### src/rtl/uart_byte_source.sv
// UART 8N1 receiver + byte FIFO + one-byte-per-request delivery to the t0 core.
// Define UART_PARITY_EN for 8E1 frames (parity state between data and stop).
module uart_byte_source #(
  parameter int CLKS_PER_BIT = 434,
  parameter int FIFO_DEPTH   = 16
) (
  input  logic                             clk,
  input  logic                             N_reset,
  input  logic                             rx,
  input  logic                             data_request,
  output logic [7:0]                       data,
  output logic                             data_ready,
  output logic [$clog2(FIFO_DEPTH+1)-1:0]  fifo_level,
  output logic                             framing_err,
  output logic                             overrun_err
);

  localparam int CW = $clog2(CLKS_PER_BIT);
  localparam int AW = $clog2(FIFO_DEPTH);
  localparam int LW = $clog2(FIFO_DEPTH + 1);

  localparam logic [CW-1:0] BIT_END  = CW'(CLKS_PER_BIT - 1);
  localparam logic [CW-1:0] HALF_END = CW'(CLKS_PER_BIT / 2 - 1);
  localparam logic [LW-1:0] FULL_LVL = LW'(FIFO_DEPTH);

  typedef enum logic [2:0] {
    RX_IDLE,
    RX_START,
    RX_DATA,
`ifdef UART_PARITY_EN
    RX_PARITY,
`endif
    RX_STOP
  } rx_state_t;

  typedef enum logic {
    DL_ARMED,
    DL_WAIT_LOW
  } dl_state_t;

  logic            rx_s1;
  logic            rx_s2;

  rx_state_t       rx_state;
  rx_state_t       rx_state_n;
  logic [CW-1:0]   cnt;
  logic [CW-1:0]   cnt_n;
  logic [2:0]      bit_idx;
  logic [2:0]      bit_idx_n;
  logic [7:0]      shreg;
  logic [7:0]      shreg_n;
  logic            push_q;
  logic            push_n;
  logic            ferr_n;
`ifdef UART_PARITY_EN
  logic            par_bad;
  logic            par_bad_n;
`endif

  logic [7:0]      mem [FIFO_DEPTH];
  logic [AW-1:0]   wr_ptr;
  logic [AW-1:0]   rd_ptr;
  logic [LW-1:0]   level_n;
  logic            empty;
  logic            full;
  logic            pop;
  logic            push_ok;
  logic            overrun_n;

  dl_state_t       dl_state;
  dl_state_t       dl_state_n;

  always_ff @(posedge clk or negedge N_reset) begin
    if (!N_reset) begin
      rx_s1 <= 1'b1;
      rx_s2 <= 1'b1;
    end else begin
      rx_s1 <= rx;
      rx_s2 <= rx_s1;
    end
  end

  always_ff @(posedge clk or negedge N_reset) begin
    if (!N_reset) begin
      rx_state    <= RX_IDLE;
      cnt         <= '0;
      bit_idx     <= '0;
      shreg       <= '0;
      push_q      <= 1'b0;
      framing_err <= 1'b0;
`ifdef UART_PARITY_EN
      par_bad     <= 1'b0;
`endif
    end else begin
      rx_state    <= rx_state_n;
      cnt         <= cnt_n;
      bit_idx     <= bit_idx_n;
      shreg       <= shreg_n;
      push_q      <= push_n;
      framing_err <= ferr_n;
`ifdef UART_PARITY_EN
      par_bad     <= par_bad_n;
`endif
    end
  end

  always_comb begin
    rx_state_n = rx_state;
    cnt_n      = cnt + CW'(1);
    bit_idx_n  = bit_idx;
    shreg_n    = shreg;
    push_n     = 1'b0;
    ferr_n     = 1'b0;
`ifdef UART_PARITY_EN
    par_bad_n  = par_bad;
`endif
    unique case (rx_state)
      RX_IDLE: begin
        cnt_n = '0;
        if (!rx_s2) begin
          rx_state_n = RX_START;
          bit_idx_n  = '0;
        end
      end
      RX_START: begin
        if (cnt == HALF_END) begin
          cnt_n      = '0;
          // a high line at mid-start is a glitch, not a frame
          rx_state_n = rx_s2 ? RX_IDLE : RX_DATA;
        end
      end
      RX_DATA: begin
        if (cnt == BIT_END) begin
          cnt_n     = '0;
          shreg_n   = {rx_s2, shreg[7:1]};
          bit_idx_n = bit_idx + 3'd1;
          if (bit_idx == 3'd7) begin
`ifdef UART_PARITY_EN
            rx_state_n = RX_PARITY;
`else
            rx_state_n = RX_STOP;
`endif
          end
        end
      end
`ifdef UART_PARITY_EN
      RX_PARITY: begin
        if (cnt == BIT_END) begin
          cnt_n      = '0;
          par_bad_n  = ^{rx_s2, shreg};
          rx_state_n = RX_STOP;
        end
      end
`endif
      RX_STOP: begin
        if (cnt == BIT_END) begin
          cnt_n      = '0;
          rx_state_n = RX_IDLE;
`ifdef UART_PARITY_EN
          if (rx_s2 && !par_bad) push_n = 1'b1;
          else                   ferr_n = 1'b1;
`else
          if (rx_s2) push_n = 1'b1;
          else       ferr_n = 1'b1;
`endif
        end
      end
      default: rx_state_n = RX_IDLE;
    endcase
  end

  assign empty     = (fifo_level == '0);
  assign full      = (fifo_level == FULL_LVL);
  assign pop       = (dl_state == DL_ARMED) && data_request && !empty;
  assign push_ok   = push_q && (!full || pop);
  assign overrun_n = push_q && full && !pop;

  always_comb begin
    level_n = fifo_level;
    unique case ({push_ok, pop})
      2'b10:   level_n = fifo_level + LW'(1);
      2'b01:   level_n = fifo_level - LW'(1);
      default: level_n = fifo_level;
    endcase
  end

  always_ff @(posedge clk or negedge N_reset) begin
    if (!N_reset) begin
      for (int i = 0; i < FIFO_DEPTH; i++) mem[i] <= '0;
      wr_ptr      <= '0;
      rd_ptr      <= '0;
      fifo_level  <= '0;
      overrun_err <= 1'b0;
    end else begin
      if (push_ok) begin
        mem[wr_ptr] <= shreg;
        wr_ptr      <= wr_ptr + AW'(1);
      end
      if (pop) rd_ptr <= rd_ptr + AW'(1);
      fifo_level  <= level_n;
      overrun_err <= overrun_n;
    end
  end

  always_ff @(posedge clk or negedge N_reset) begin
    if (!N_reset) begin
      dl_state   <= DL_ARMED;
      data       <= '0;
      data_ready <= 1'b0;
    end else begin
      dl_state   <= dl_state_n;
      data_ready <= pop;
      if (pop) data <= mem[rd_ptr];
    end
  end

  always_comb begin
    dl_state_n = dl_state;
    unique case (dl_state)
      DL_ARMED:    if (pop) dl_state_n = DL_WAIT_LOW;
      DL_WAIT_LOW: if (!data_request) dl_state_n = DL_ARMED;
      default:     dl_state_n = DL_ARMED;
    endcase
  end

endmodule

### config.mk
export PLATFORM = sky130hd
export DESIGN_NAME = uart_byte_source
export DESIGN_NICKNAME = d
export VERILOG_FILES = /design/src/rtl/uart_byte_source.sv
export SDC_FILE = /design/constraint.sdc
export NUM_CORES = 1
export LEC_CHECK = 0
export CELL_PAD_IN_SITES_DETAIL_PLACEMENT = 1
export CELL_PAD_IN_SITES_GLOBAL_PLACEMENT = 2
export CORE_MARGIN = 2
export CORE_UTILIZATION = 30
export DETAILED_ROUTE_END_ITERATION = 8
export DONT_BUFFER_PORTS = 1
export PLACE_DENSITY = 0.59
export SETUP_SLACK_MARGIN = 0.05
export SYNTH_ARGS = -nofsm -noshare
export SYNTH_HDL_FRONTEND = slang
export SYNTH_SLANG_ARGS = --single-unit
### constraint.sdc
create_clock -name clk -period 6.1 [get_ports clk]
set_input_delay 1.22 -clock clk [delete_from_list [all_inputs] [get_ports clk]]
set_output_delay 1.22 -clock clk [all_outputs]
set_load 0.01 [all_outputs]
* Word level (Yosys, flattened, before mapping)
Cells that the tools add are included.
** Storage, ports and cells
- Bits in registers :: 179
- Bits in latches :: 0
- Bits in writable memories :: 0
- Bits in read-only memories :: 0
- Input port bits :: 4
- Output and inout bits :: 16
- Logic and storage cells :: 104
- Memories kept :: 0
** Operators by class
- Add/sub/neg operators :: 6
- Multipliers :: 0
- Divide/modulo/power cells :: 0
- $lt $le $gt $ge :: 3
- Eq/ne operators :: 14
- Shifts and indexed selects :: 0
- Muxes and demuxes :: 29
- Bitwise gates (word level) :: 3
- Reductions and logical operators :: 18
** Operators by type and width (count)
- $bwmux W128 :: 1
- $bmux W8 S4 :: 1
- $demux W8 S4 :: 1
- $pmux W9 S3 :: 1
- $mux W8 :: 3
- $mux W3 :: 7
- $mux W9 :: 2
- $pmux W3 S4 :: 1
- $ge A5 B5 Y1 const B :: 2
- $ne A2 B2 Y1 const B :: 5
- $not A4 Y5 :: 2
- $pmux W5 S2 :: 1
- $add A9 B1 Y9 const B :: 1
- $eq A9 B8 Y1 const B :: 1
- $eq A9 B9 Y1 const B :: 1
- $add A4 B1 Y4 const B :: 2
- $mux W1 :: 8
- $eq A3 B2 Y1 const B :: 2
- $logic_and A1 B1 Y1 :: 6
- $pmux W3 S2 :: 1
- $add A5 B1 Y5 const B :: 1
- $eq A5 B5 Y1 const B :: 1
- $logic_not A5 Y1 :: 1
- $lt A5 B1 Y1 const B :: 1
- 17 further kinds :: 20

* Longest topological paths before layout
Gate-level depths: netlist of run 1.
- Depth in word-level cells :: 7
- Depth in mapped cells :: 13
- Gate-level depth less buffers :: 10

* Worst setup path before layout of run 1
No wires, ideal clock.
- Path kind :: input port to flip-flop
- Start :: input data_request
- End :: register fifo_level[4]
- Library setup time :: 0.080 ns
- Data arrival time :: 3.448 ns
- Data required time :: 6.020 ns
- Slack :: 2.572 ns
- Stages on the path :: 12
- Buffers on the path :: 2
- Cell sequence :: nand2b_1 -> a21o_1 -> buf_2 -> inv_1 -> ha_1 -> clkbuf_1 -> xor2_1 -> ha_1 -> a21oi_1 -> or3b_2 -> a31oi_1 -> xnor2_1
** Between the ends
- Longest elaborated chain between the ends :: 6
- Elaborated cells between the ends (all ways) :: 8
- Those cells by class :: 2 x eq/ne; 1 x mux; 5 x reduce/logical
** RTL lines
- start: declaration :: RTL line 10 : input logic data_request,
- $logic_and A1 B1 Y1 * (2 in series) :: RTL line 174 : assign pop = (dl_state == DL_ARMED) && data_request && !empty;
- net pop :: RTL line 66 : logic pop;
- $logic_or A1 B1 Y1 :: RTL line 175 : assign push_ok = push_q && (!full || pop);
- $logic_and A1 B1 Y1 :: RTL line 175
- $eq A2 B1 Y1 / $eq A2 B2 Y1 (equally long branches) :: RTL line 180 : unique case ({push_ok, pop})
- $pmux W5 S2 / $reduce_bool A2 Y1 (equally long branches)
- end signal: assignment :: RTL line 200 : fifo_level <= level_n;
- end: declaration :: RTL line 13 : output logic [$clog2(FIFO_DEPTH+1)-1:0] fifo_level,
Mark *: on every way through the listed nets, which the timed path passes. The rest lies on a longest branch.
A chain may end at the register's enable or synchronous reset.

* Worst setup path in the final report of run 1
- Start :: register fifo_level[2]
- End :: register fifo_level[4]
** Between the ends
- Longest elaborated chain between the ends :: 7
- Elaborated cells between the ends (all ways) :: 13
- Those cells by class :: 2 x add/sub; 3 x eq/ne; 1 x mux; 7 x reduce/logical
** RTL lines
- $logic_not A5 Y1 * :: RTL line 172 : assign empty = (fifo_level == '0);
- $logic_not A1 Y1 * :: RTL line 174
- $logic_and A1 B1 Y1 * :: RTL line 174
- net pop :: RTL line 66
- $logic_or A1 B1 Y1 :: RTL line 175
- $logic_and A1 B1 Y1 :: RTL line 175
- $eq A2 B1 Y1 / $eq A2 B2 Y1 (equally long branches) :: RTL line 180
- $pmux W5 S2 / $reduce_bool A2 Y1 (equally long branches)
Marks and branches as above.

==> run metrics, run 1 <==
final antenna-violating net count=0; GRT Residual Overflow=0; pre-CTS WS=1.97 ns; total track usage=0.141; Final GP Congestion=0.711; longest individual stage delay on the worst path=0.64 ns; Yosys warnings=0; number of instances resized during post-cts repair=0; RSZ-0062 raised after global routing=no; status=complete, no violations; Clock power frac=0.371; floorplan die area=28,600 um^2; number of synthesized register bits=178; cell with the most instances on the worst path=sky130_fd_sc_hd__ha_1; clk root buf=sky130_fd_sc_hd__clkbuf_16; worst slew pin tran=0.944 ns; maximum fanout along the worst path=19; portion of the clock cycle consumed by the worst path in the final layout=0.634; wire length of the first global-routing pass=30,500 um; ratio of cells with drive above 1 in the final layout=0.371; area share of the largest cell type after synthesis=0.538; shortest clock period the worst path allows after layout=3.87 ns; WL final=18,800 um; Post-synth ARST share=1.00; source-to-sink clock delay at the later pin of the worst-skew pair=0.43 ns; Maximum Capacitance Violations=0; signed area change from the synthesized netlist to the final layout=10.7%; Port-buffer cells=0; Hold Fails Final Rpt=0; via count=4,584; Slowest-stage cell, CP=sky130_fd_sc_hd__a21o_1; required time of the worst setup path=6.45 ns; Post-Syn Instances=565; fill count=2,798; post-synthesis instance area=8180 um^2; cell leakage power=4.24 nW; Max-Slew Margin vs Limit=0.371; number of buffer and inverter stages on the critical path=1; Levels on crit path=10; final antenna diode count=0; cell taking the most area after synthesis=sky130_fd_sc_hd__dfrtp_1; top cells by area in the synthesized netlist=sky130_fd_sc_hd__dfrtp_1 (54%), sky130_fd_sc_hd__mux2_2 (16%), sky130_fd_sc_hd__mux4_2 (8.8%); largest net degree at the start of global routing=179; top_reg_cell synth=sky130_fd_sc_hd__dfrtp_1; number of clock sinks=178; wire length per cell after detailed routing=20.7 um; layout net count=572; number of enable-type register cells in the synthesized netlist=0; die width=169 um; P_sw=0.000844 W; clock tree from TritonCTS=built; arrival time at the worst endpoint=4.21 ns; largest vdd supply drop=0.000240 V; launching element type of the critical path=flop; Core ar.=26,900 um^2; number of antenna violations at the first check in global routing=0; HPWL Detailed=11,900 um; standard-cell rows=60; switching power as a share of total power=0.297; post-synthesis sequential area ratio=0.545; crit-path leading delay family=simple AND/OR/NAND/NOR gates; number of remaining DRC errors=0; height of the chip=169 um; part of the total power dissipated in combinational logic=0.118; hold buffer count at CTS=0; share of total power in sequential cells=0.511; Clock Skew=0.0128 ns; count of pins over their slew limit=0; post-CTS clock slew at the launch and capture registers of the worst setup and hold paths=0.06 ns; internal portion of total power=0.00200 W; cells along the critical path=nor4_4, a21o_1, inv_1, ha_1, xor2_1, ha_1, a21oi_1, or3b_2, a31oi_1, xnor2_1; Hold Path Class=flop to flop; most common cell after layout, fill and taps aside=sky130_fd_sc_hd__dfrtp_1; # Post-CTS Setup Buffers=0; setup violation total in the final timing report=0; Net Count, Synth=582; crit end category=flop; category of the critical setup timing path=flop to flop; number of library cell types mapped by synthesis=47; highest achievable clock rate=259 MHz; H-tree levels=4; most frequent cells in the layout=sky130_fd_sc_hd__dfrtp_1 (173), sky130_fd_sc_hd__mux2_2 (117), sky130_fd_sc_hd__mux4_2 (32); post-layout worst setup margin=2.23 ns; Placed Cells incl. Taps=877; detailed-router iteration count before antenna repair=4; power density normalized to cell area=314 nW/um^2; DRC marker count from the first detailed-route iteration=147; mean instance size in the synthesized netlist=14.5 um^2; number of global-route vias before repair=5,362; number of top-level design ports=20; setup TNS=0 ns; length in cells of the worst reg-to-reg path=10; cts bufs inserted=17; initial core utilization=0.305; maximum root-to-sink buffer count=2; Layout Cells excl Fill=909; number of stages on the worst hold path=0; average vias per placed instance=5.04
## metrics by stage
step                      power [W]  cell area [um^2]   util  hold WS [ns]
after floorplan             0.00169              8180      -         0.345
after detailed placement    0.00182              8490  0.316         0.350
final                       0.00284              9060  0.337         0.357
after CTS                   0.00289              9060  0.337         0.360
after global routing        0.00298              9060  0.337         0.369
after global placement      0.00181              8490  0.316         0.346
## power groups by stage
| stage | Sequential (W) | Clock [W] | Combinational (W) |
|---|---|---|---|
| final | 0.00145 | 0.00105 | 0.000335 |
| after global routing | 0.00147 | 0.00114 | 0.000367 |
| after CTS | 0.00146 | 0.00109 | 0.000345 |
| after detailed placement | 0.00148 | 0 | 0.000344 |
| after global placement | 0.00147 | 0 | 0.000336 |
| after floorplan | 0.00131 | 0 | 0.000379 |
## sequential cells by signal, indices dropped and copies added (netlist names)
| name | cells |
|---|---|
| bit_idx | 3 |
| cnt | 9 |
| data | 8 |
| data_ready | 1 |
| dl_state | 1 |
| fifo_level | 5 |
| framing_err | 1 |
| mem | 128 |
| overrun_err | 1 |
| push_q | 1 |
| rd_ptr | 4 |
| rx_s1 | 1 |
| rx_s2 | 1 |
| rx_state | 2 |
| shreg | 8 |
| wr_ptr | 4 |
## final timing paths
path,startpoint,endpoint,slack [ns]
worst max-delay path,fifo_level[2],fifo_level[4],2.23
worst min-delay path,rx_s1,rx_s2,0.36
worst max register to register,fifo_level[2],fifo_level[4],2.23
worst min register to register,rx_s1,rx_s2,0.36
max in group asynchronous,N_reset,rx_s2,5.31
min in group asynchronous,N_reset,mem[88],0.48
## layout make-up
cell class | count | area, um^2 | area share
Clock inverter | 13 | 124 | 0.0137
Multi-Input combinational cell | 344 | 3550 | 0.392
Tap cell | 341 | 427 | 0.0471
Timing Repair Buffer | 1 | 7.51 | 0.000829
Clock buffer | 19 | 443 | 0.0489
Sequential cell | 178 | 4460 | 0.492
Inverter | 13 | 48.8 | 0.00539
## cells in the mapped netlist (all sizes together) (2+ instances only)
library cell  number
xor2               7
dfstp              2
mux2i             10
a21oi             14
a31oi              3
xnor2             11
nand2             31
nand3              4
a211o              8
mux4              32
nor2              12
or2                2
a22oi              3
nand2b             3
clkbuf            20
nor2b             10
mux2             137
and4               2
a21o               4
inv               12
nor4               2
or3                2
dfrtp            176
a311oi             4
buf               10
nor4b              2
o21ai              6
nor3               5
ha                13
a22o               8
## cell families (layout without fill, tap and decap cells)
group,count (synthesis),after routing,share of synthesized area
adder cells (fa/ha/maj),13,13,0.0199
buffers and inverters,43,46,0.0216
AND/OR/NAND/NOR,81,81,0.0572
multiplexers,179,179,0.289
AO/OA/AOI/OAI,53,53,0.0488
XOR/XNOR,18,18,0.0193
flip-flops,178,178,0.545
## metal layers
metal,GRT usage,wire (um),up-vias
li1,-,-,2042
met1,0.171,8180,2478
met2,0.253,9790,50
met3,0.0319,607,14
met4,0.0375,245,0
met5,0,0,-
(Power assumes the default switching activity.)
==> inputs of run 2 (changes only) <==
--- a/config.mk
+++ b/config.mk
@@ -5,13 +5,14 @@
 export SDC_FILE = /design/constraint.sdc
 export NUM_CORES = 1
 export LEC_CHECK = 0
+export ABC_AREA = 1
 export CELL_PAD_IN_SITES_DETAIL_PLACEMENT = 1
 export CELL_PAD_IN_SITES_GLOBAL_PLACEMENT = 2
 export CORE_MARGIN = 2
 export CORE_UTILIZATION = 30
 export DETAILED_ROUTE_END_ITERATION = 8
 export DONT_BUFFER_PORTS = 1
-export PLACE_DENSITY = 0.59
+export PLACE_DENSITY = 0.72
 export SETUP_SLACK_MARGIN = 0.05
 export SYNTH_ARGS = -nofsm -noshare
 export SYNTH_HDL_FRONTEND = slang
==> constraint.sdc (replaced) <==
create_clock -name clk -period 3.4 [get_ports clk]
set_input_delay 0.68 -clock clk [delete_from_list [all_inputs] [get_ports clk]]
set_output_delay 0.68 -clock clk [all_outputs]
set_load 0.01 [all_outputs]
==> run 2 against run 1 <==
The run now ends with negative hold slack left. Maximum frequency up 44%. Core utilization fell by 0.88 points. Power increased by 110%. First-iteration DRC count grew to 2.8 times the previous value. Combinational power grew to 5.2 times the previous value. Hold slack lost 0.42 ns. Clock skew fell by 0.0018 ns. Clock-buffer cell count up 1. Wire length rose by 56%. Sequential power is 65% higher. Non-clock buffer count rose by 7. Critical path depth is 5 higher. Critical endpoint unchanged.
==> run metrics, run 2 <==
status=finished with violations; violations in the final reports=negative hold slack; standard-cell rows=65; RSZ-0062 raised after global routing=no; mean instance size in the synthesized netlist=7.60 um^2; number of synthesized register bits=178; WL final=29,400 um; shortest clock period the worst path allows after layout=2.68 ns; fill count=3,883; number of instances resized during post-cts repair=0; category of the critical setup timing path=flop to flop; largest vdd supply drop=0.000352 V; Post-synth ARST share=1.00; number of library cell types mapped by synthesis=28; total track usage=0.185; part of the total power dissipated in combinational logic=0.285; # Post-CTS Setup Buffers=0; Yosys warnings=0; initial core utilization=0.305; post-synthesis sequential area ratio=0.463; adder-cell share of the synthesized area=0.0169; post-CTS clock slew at the launch and capture registers of the worst setup and hold paths=0.08 ns; number of remaining DRC errors=0; Register Area=4460 um^2; wire length of the first global-routing pass=47,800 um; most common cell after layout, fill and taps aside=sky130_fd_sc_hd__nand2_1; endpoint of the worst-slack reg-to-reg timing path=fifo_level[4]; detailed-router iteration count before antenna repair=5; number of global-route vias before repair=8,346; switching power as a share of total power=0.383; share of total power in sequential cells=0.395; H-tree levels=4; via count=8,172; R2R Setup Slk=0.72 ns; highest achievable clock rate=373 MHz; final antenna-violating net count=0; startpoint of the worst register-to-register path=fifo_level[3]; largest net degree at the start of global routing=179; setup TNS=0 ns; number of clock sinks=178; Hold Path Class=input pin to async pin; length in cells of the worst reg-to-reg path=15; post-synthesis instance area=9630 um^2; HPWL Detailed=17,700 um; top_reg_cell synth=sky130_fd_sc_hd__dfrtp_1; proportion of synthesized area in mux cells=0.00819; maximum root-to-sink buffer count=2; count of pins over their slew limit=0; layout net count=1,234; clock tree from TritonCTS=built; required time of the worst setup path=3.74 ns; Core ar.=31,600 um^2; worst slew pin tran=1.24 ns; most frequent cells in the layout=sky130_fd_sc_hd__nand2_1 (525), sky130_fd_sc_hd__dfrtp_1 (174), sky130_fd_sc_hd__inv_1 (137); Max-Slew Margin vs Limit=0.173; GRT Residual Overflow=0; cell types with the highest counts after synthesis=sky130_fd_sc_hd__nand2_1 (525), sky130_fd_sc_hd__dfrtp_1 (176), sky130_fd_sc_hd__inv_1 (138); wire length per cell after detailed routing=18.0 um; setup violation total in the final timing report=0; post-route worst hold slack=-0.0658 ns; cell taking the most area after synthesis=sky130_fd_sc_hd__dfrtp_1; Port-buffer cells=0; synthesized-area fraction occupied by and/or/nand/nor cells=0.396; Net Count, Synth=1,284; crit end category=flop; cell with the most instances after synthesis=sky130_fd_sc_hd__nand2_1; internal portion of total power=0.00374 W; floorplan die area=33,500 um^2; source-to-sink clock delay at the later pin of the worst-skew pair=0.45 ns; cts bufs inserted=17; DRC marker count from the first detailed-route iteration=413; portion of the clock cycle consumed by the worst path in the final layout=0.787; launching element type of the critical path=flop; clk root buf=sky130_fd_sc_hd__clkbuf_16; power density normalized to cell area=585 nW/um^2; area share of the largest cell type after synthesis=0.457; xor-xnor portion of the synthesized cell area=0.00819; height of the chip=183 um; final antenna diode count=0; Largest register FFs=128; number of enable-type register cells in the synthesized netlist=0; Post-Syn Instances=1,267; die width=183 um; multi-input gate area in the final layout=4220 um^2; P_sw=0.00232 W; Clock Skew=0.0109 ns; complex-gate fraction of the synthesized area=0.00871; Most flops, register=mem; ratio of cells with drive above 1 in the final layout=0.0667; main combinational cell family by area after synthesis=simple AND/OR/NAND/NOR gates; maximum fanout along the worst path=14; average vias per placed instance=5.01; number of antenna violations at the first check in global routing=0; top flop regs=mem x128, cnt x9; top cells by area in the synthesized netlist=sky130_fd_sc_hd__dfrtp_1 (46%), sky130_fd_sc_hd__nand2_1 (20%), sky130_fd_sc_hd__nand4_1 (8.4%); cell leakage power=5.28 nW; signed area change from the synthesized netlist to the final layout=7.60%; number of top-level design ports=20; arrival time at the worst endpoint=3.02 ns; Hold Fails Final Rpt=176; Maximum Capacitance Violations=0; Clock power frac=0.321; Final GP Congestion=0.779
## run 2: cell count changes after synthesis, moves of 21 or more
cell / previous run / this run
sky130_fd_sc_hd__inv_1: 12 / 138
sky130_fd_sc_hd__buf_1: 2 / 23
sky130_fd_sc_hd__mux4_2: 32 / 0
sky130_fd_sc_hd__mux2_2: 117 / 7
sky130_fd_sc_hd__nand4_1: 1 / 130
sky130_fd_sc_hd__nand2_1: 15 / 525
sky130_fd_sc_hd__nand3_1: 4 / 114
## run 2: critical path: stages, from the launching register on
cell and delay, ns:
sky130_fd_sc_hd__dfrtp_1 0.49, sky130_fd_sc_hd__nor4_4 0.38, sky130_fd_sc_hd__nand2_1 0.09, sky130_fd_sc_hd__nand2_1 0.09
sky130_fd_sc_hd__inv_1 0.19, sky130_fd_sc_hd__ha_1 0.36, sky130_fd_sc_hd__xor2_1 0.19, sky130_fd_sc_hd__ha_1 0.19
sky130_fd_sc_hd__a21oi_1 0.17, sky130_fd_sc_hd__nor2_1 0.08, sky130_fd_sc_hd__nand2_1 0.08, sky130_fd_sc_hd__nand2_1 0.05
sky130_fd_sc_hd__nand2_1 0.06, sky130_fd_sc_hd__nand2_1 0.05, sky130_fd_sc_hd__nand2_1 0.05, sky130_fd_sc_hd__nand2_1 0.05
## run 2: cell type report
class / count / share of cell area
sequential: 178 / 0.431
timing repair buffer: 8 / 0.00942
clock buffer: 20 / 0.0431
inverter: 139 / 0.0504
clock inverter: 12 / 0.0103
multi-input combinational: 873 / 0.408
tap: 402 / 0.0486
## run 2: per-stage QoR
step / total power [W] / area, um^2 / setup slack (ns) / utilization / instances
final: 0.00606 / 10400 / 0.723 / 0.328 / 1632
after global routing: 0.00645 / 10400 / 0.368 / 0.328 / 1632
after CTS: 0.00617 / 10400 / 0.685 / 0.328 / 1632
after detailed placement: 0.00420 / 9810 / 0.700 / 0.311 / 1600
after global placement: 0.00419 / 9810 / 0.780 / 0.311 / 1600
after floorplan: 0.00364 / 9630 / 0.826 / - / 1267
## run 2: how the worst max path moves through the flow
stage	from	endpoint	slack, ns	cells past startpoint
after detailed placement	fifo_level[3]	fifo_level[4]	0.70	15
after CTS	fifo_level[3]	fifo_level[4]	0.68	15
final	fifo_level[3]	fifo_level[4]	0.72	15
after floorplan	data_request	fifo_level[4]	0.83	18
after global placement	fifo_level[3]	fifo_level[4]	0.78	15
after global routing	fifo_level[3]	fifo_level[4]	0.37	15
## run 2: per-layer routing
layer | track usage | up-vias | routed length, um
met1 | 0.257 | 4076 | 14100
met3 | 0.0232 | 28 | 634
met2 | 0.300 | 92 | 14100
met4 | 0.0560 | 0 | 542
met5 | 0 | - | 0
li1 | - | 3976 | -
## run 2: kinds of logic (layout without fill, tap and decap cells)
family,after synthesis,in the layout
AO/OA/AOI/OAI,16,16
multiplexers,7,7
AND/OR/NAND/NOR,828,828
flip-flops,178,178
adder cells (fa/ha/maj),13,13
XOR/XNOR,9,9
buffers and inverters,216,179
## run 2: power by group through the flow
stage          combinational, W  sequential [W]  clock, W
3_5_place_dp            0.00176         0.00244         0
2_1_floorplan           0.00125         0.00239         0
5_1_grt                 0.00194         0.00241   0.00210
3_3_place_gp            0.00175         0.00243         0
4_1_cts                 0.00177         0.00240   0.00200
6_report                0.00173         0.00239   0.00194
==> inputs of run 3 (changes only) <==
--- a/config.mk
+++ b/config.mk
@@ -5,14 +5,14 @@
 export SDC_FILE = /design/constraint.sdc
 export NUM_CORES = 1
 export LEC_CHECK = 0
-export ABC_AREA = 1
+export ABC_AREA = 0
 export CELL_PAD_IN_SITES_DETAIL_PLACEMENT = 1
 export CELL_PAD_IN_SITES_GLOBAL_PLACEMENT = 2
 export CORE_MARGIN = 2
 export CORE_UTILIZATION = 30
 export DETAILED_ROUTE_END_ITERATION = 8
 export DONT_BUFFER_PORTS = 1
-export PLACE_DENSITY = 0.72
+export PLACE_DENSITY = 0.61
 export SETUP_SLACK_MARGIN = 0.05
 export SYNTH_ARGS = -nofsm -noshare
 export SYNTH_HDL_FRONTEND = slang
==> constraint.sdc (replaced) <==
create_clock -name clk -period 2.3 [get_ports clk]
set_input_delay 0.46 -clock clk [delete_from_list [all_inputs] [get_ports clk]]
set_output_delay 0.46 -clock clk [all_outputs]
set_load 0.01 [all_outputs]
==> run 3 against run 2 <==
The run ends with negative hold slack, negative setup slack left. Die area down 15%. Via count down 42%. Clock power up 52%. Non-clock buffer count up 18. Worst setup slack worse by 0.85 ns. Largest power group unchanged.
==> run metrics, run 3 (synthesized netlist as in run 1, its figures left out) <==
total placed instance area=8730 um^2; arrival time at the worst endpoint=2.78 ns; height of the chip=169 um; violations in the final reports=negative hold slack, negative setup slack; Placed Cells incl. Taps=899; maximum root-to-sink buffer count=2; longest individual stage delay on the worst path=0.41 ns; portion of the clock cycle consumed by the worst path in the final layout=1.06; hold buffer count at CTS=1; largest net degree at the start of global routing=179; number of global-route vias before repair=5,407; Maximum Capacitance Violations=0; count of pins over their slew limit=0; wire length of the first global-routing pass=31,100 um; post-layout worst setup margin=-0.128 ns; number of antenna violations at the first check in global routing=0; HPWL Detailed=12,000 um; multi-input gate area in the final layout=3630 um^2; floorplan die area=28,600 um^2; Core ar.=26,900 um^2; cts bufs inserted=17; Largest register FFs=128; H-tree levels=4; Clock Skew=0.0133 ns; GRT Residual Overflow=0; required time of the worst setup path=2.66 ns; share of the core filled with cells in the final layout=0.350; final antenna-violating net count=0; clock tree from TritonCTS=built; number of remaining DRC errors=0; final antenna diode count=0; standard-cell rows=60; DRC marker count from the first detailed-route iteration=139; status=finished with violations; R2R Setup Slk=-0.13 ns; Register Area=4460 um^2; power density normalized to cell area=850 nW/um^2; WL final=19,000 um; Port-buffer cells=0; setup violation total in the final timing report=2; setup TNS=-0.202 ns; cell leakage power=4.40 nW; Hold Fails Final Rpt=176; wire length per cell after detailed routing=20.4 um; post-CTS clock slew at the launch and capture registers of the worst setup and hold paths=0.07 ns; signed area change from the synthesized netlist to the final layout=14.8%; Layout Cells excl Fill=934; worst slew pin tran=0.831 ns; number of clock sinks=178; total track usage=0.143; fill count=2,782; top flop regs=mem x128, cnt x9; post-route worst hold slack=-0.271 ns; Final GP Congestion=0.709; via count=4,709; highest achievable clock rate=412 MHz; cells along the critical path=nor4_4, a21o_1, inv_6, ha_4, xor2_1, ha_2, nor4b_1, mux2i_1, a31oi_4, xnor2_2; most frequent cells in the layout=sky130_fd_sc_hd__dfrtp_1 (175), sky130_fd_sc_hd__mux2_2 (117), sky130_fd_sc_hd__mux4_2 (32); category of the critical setup timing path=flop to flop; launching element type of the critical path=flop; length in cells of the worst reg-to-reg path=10; number of top-level design ports=20; largest vdd supply drop=0.000501 V; shortest clock period the worst path allows after layout=2.43 ns; Final Instance Area=9400 um^2; die width=169 um; average vias per placed instance=5.04; detailed-router iteration count before antenna repair=4; Hold Path Class=input pin to async pin; ratio of cells with drive above 1 in the final layout=0.411; Most flops, register=mem; crit end category=flop; clk root buf=sky130_fd_sc_hd__clkbuf_16; layout net count=597; maximum fanout along the worst path=3; RSZ-0062 raised after global routing=yes; Max-Slew Margin vs Limit=0.446; most common cell after layout, fill and taps aside=sky130_fd_sc_hd__dfrtp_1; initial core utilization=0.305; Slowest-stage cell, CP=sky130_fd_sc_hd__dfrtp_1; source-to-sink clock delay at the later pin of the worst-skew pair=0.43 ns
## run 3: changes by cell type in the layout (fill, tap and decap cells not counted), sizes merged, moves of 7 or more
| cell | before | now |
|---|---|---|
| mux2i | 0 | 10 |
| nand4 | 130 | 1 |
| nand3 | 128 | 4 |
| mux2 | 7 | 137 |
| a21oi | 3 | 14 |
| mux4 | 0 | 32 |
| a22o | 0 | 8 |
| buf | 8 | 25 |
| a211o | 0 | 8 |
| nor2b | 0 | 10 |
| nor2 | 35 | 12 |
| xnor2 | 4 | 11 |
| inv | 140 | 17 |
| nand2 | 526 | 31 |
## run 3: through the flow
stage	setup slack [ns]	total power, W
6_report	-0.128	0.00799
3_3_place_gp	-0.0422	0.00505
3_5_place_dp	-0.0861	0.00505
5_1_grt	-0.240	0.00837
2_1_floorplan	-0.550	0.00454
4_1_cts	-0.0915	0.00804
## run 3: path summary, 6_finish.rpt
| kind | startpoint | end |
|---|---|---|
| setup / recovery | fifo_level[3] | fifo_level[4] |
| hold / removal | N_reset | mem[88] |
| setup reg to reg | fifo_level[3] | fifo_level[4] |
| hold reg to reg | rx_s1 | rx_s2 |
| max in group asynchronous | N_reset | rx_s1 |
| min in group clk | data_request | dl_state |
## run 3: timing repair
| item | CTS | global route |
|---|---|---|
| hold endpoints to repair | 179 | 178 |
| buffers inserted | 0 | 2 |
| gates resized for setup | 2 | 8 |
| endpoints found under the setup margin | 2 | 12 |
| pin swaps | 3 | 6 |
## run 3: where the power goes
part	internal [W]	leakage [nW]	switching (W)
logic	0.000725	1.68	0.000809
registers	0.00327	2.44	0.000235
clock network	0.00165	0.287	0.00129
total	0.00565	4.40	0.00234
## run 3: area by class of cell
class | instances | area share
inverters | 13 | 0.00572
clock buffers | 19 | 0.0471
flip-flops and latches | 178 | 0.474
well taps | 341 | 0.0454
repair buffers | 26 | 0.0254
clock inverters | 13 | 0.0158
multi-input cells | 344 | 0.386
## run 3: per-layer routing
layer	up-vias	global-route usage	wire length [um]
met5	-	0	0
met4	0	0.0390	221
met3	16	0.0322	429
met2	34	0.242	9490
met1	2558	0.186	8890
li1	2101	-	-
## run 3: critical path: cells and delay by family (launching register included)
| family | cells | cell delay (ns) |
|---|---|---|
| AO/OA/AOI/OAI | 2 | 0.47 |
| XOR/XNOR | 2 | 0.28 |
| adder cells (fa/ha/maj) | 2 | 0.35 |
| buffers and inverters | 1 | 0.05 |
| flip-flops | 1 | 0.41 |
| multiplexers | 1 | 0.17 |
| AND/OR/NAND/NOR | 2 | 0.63 |
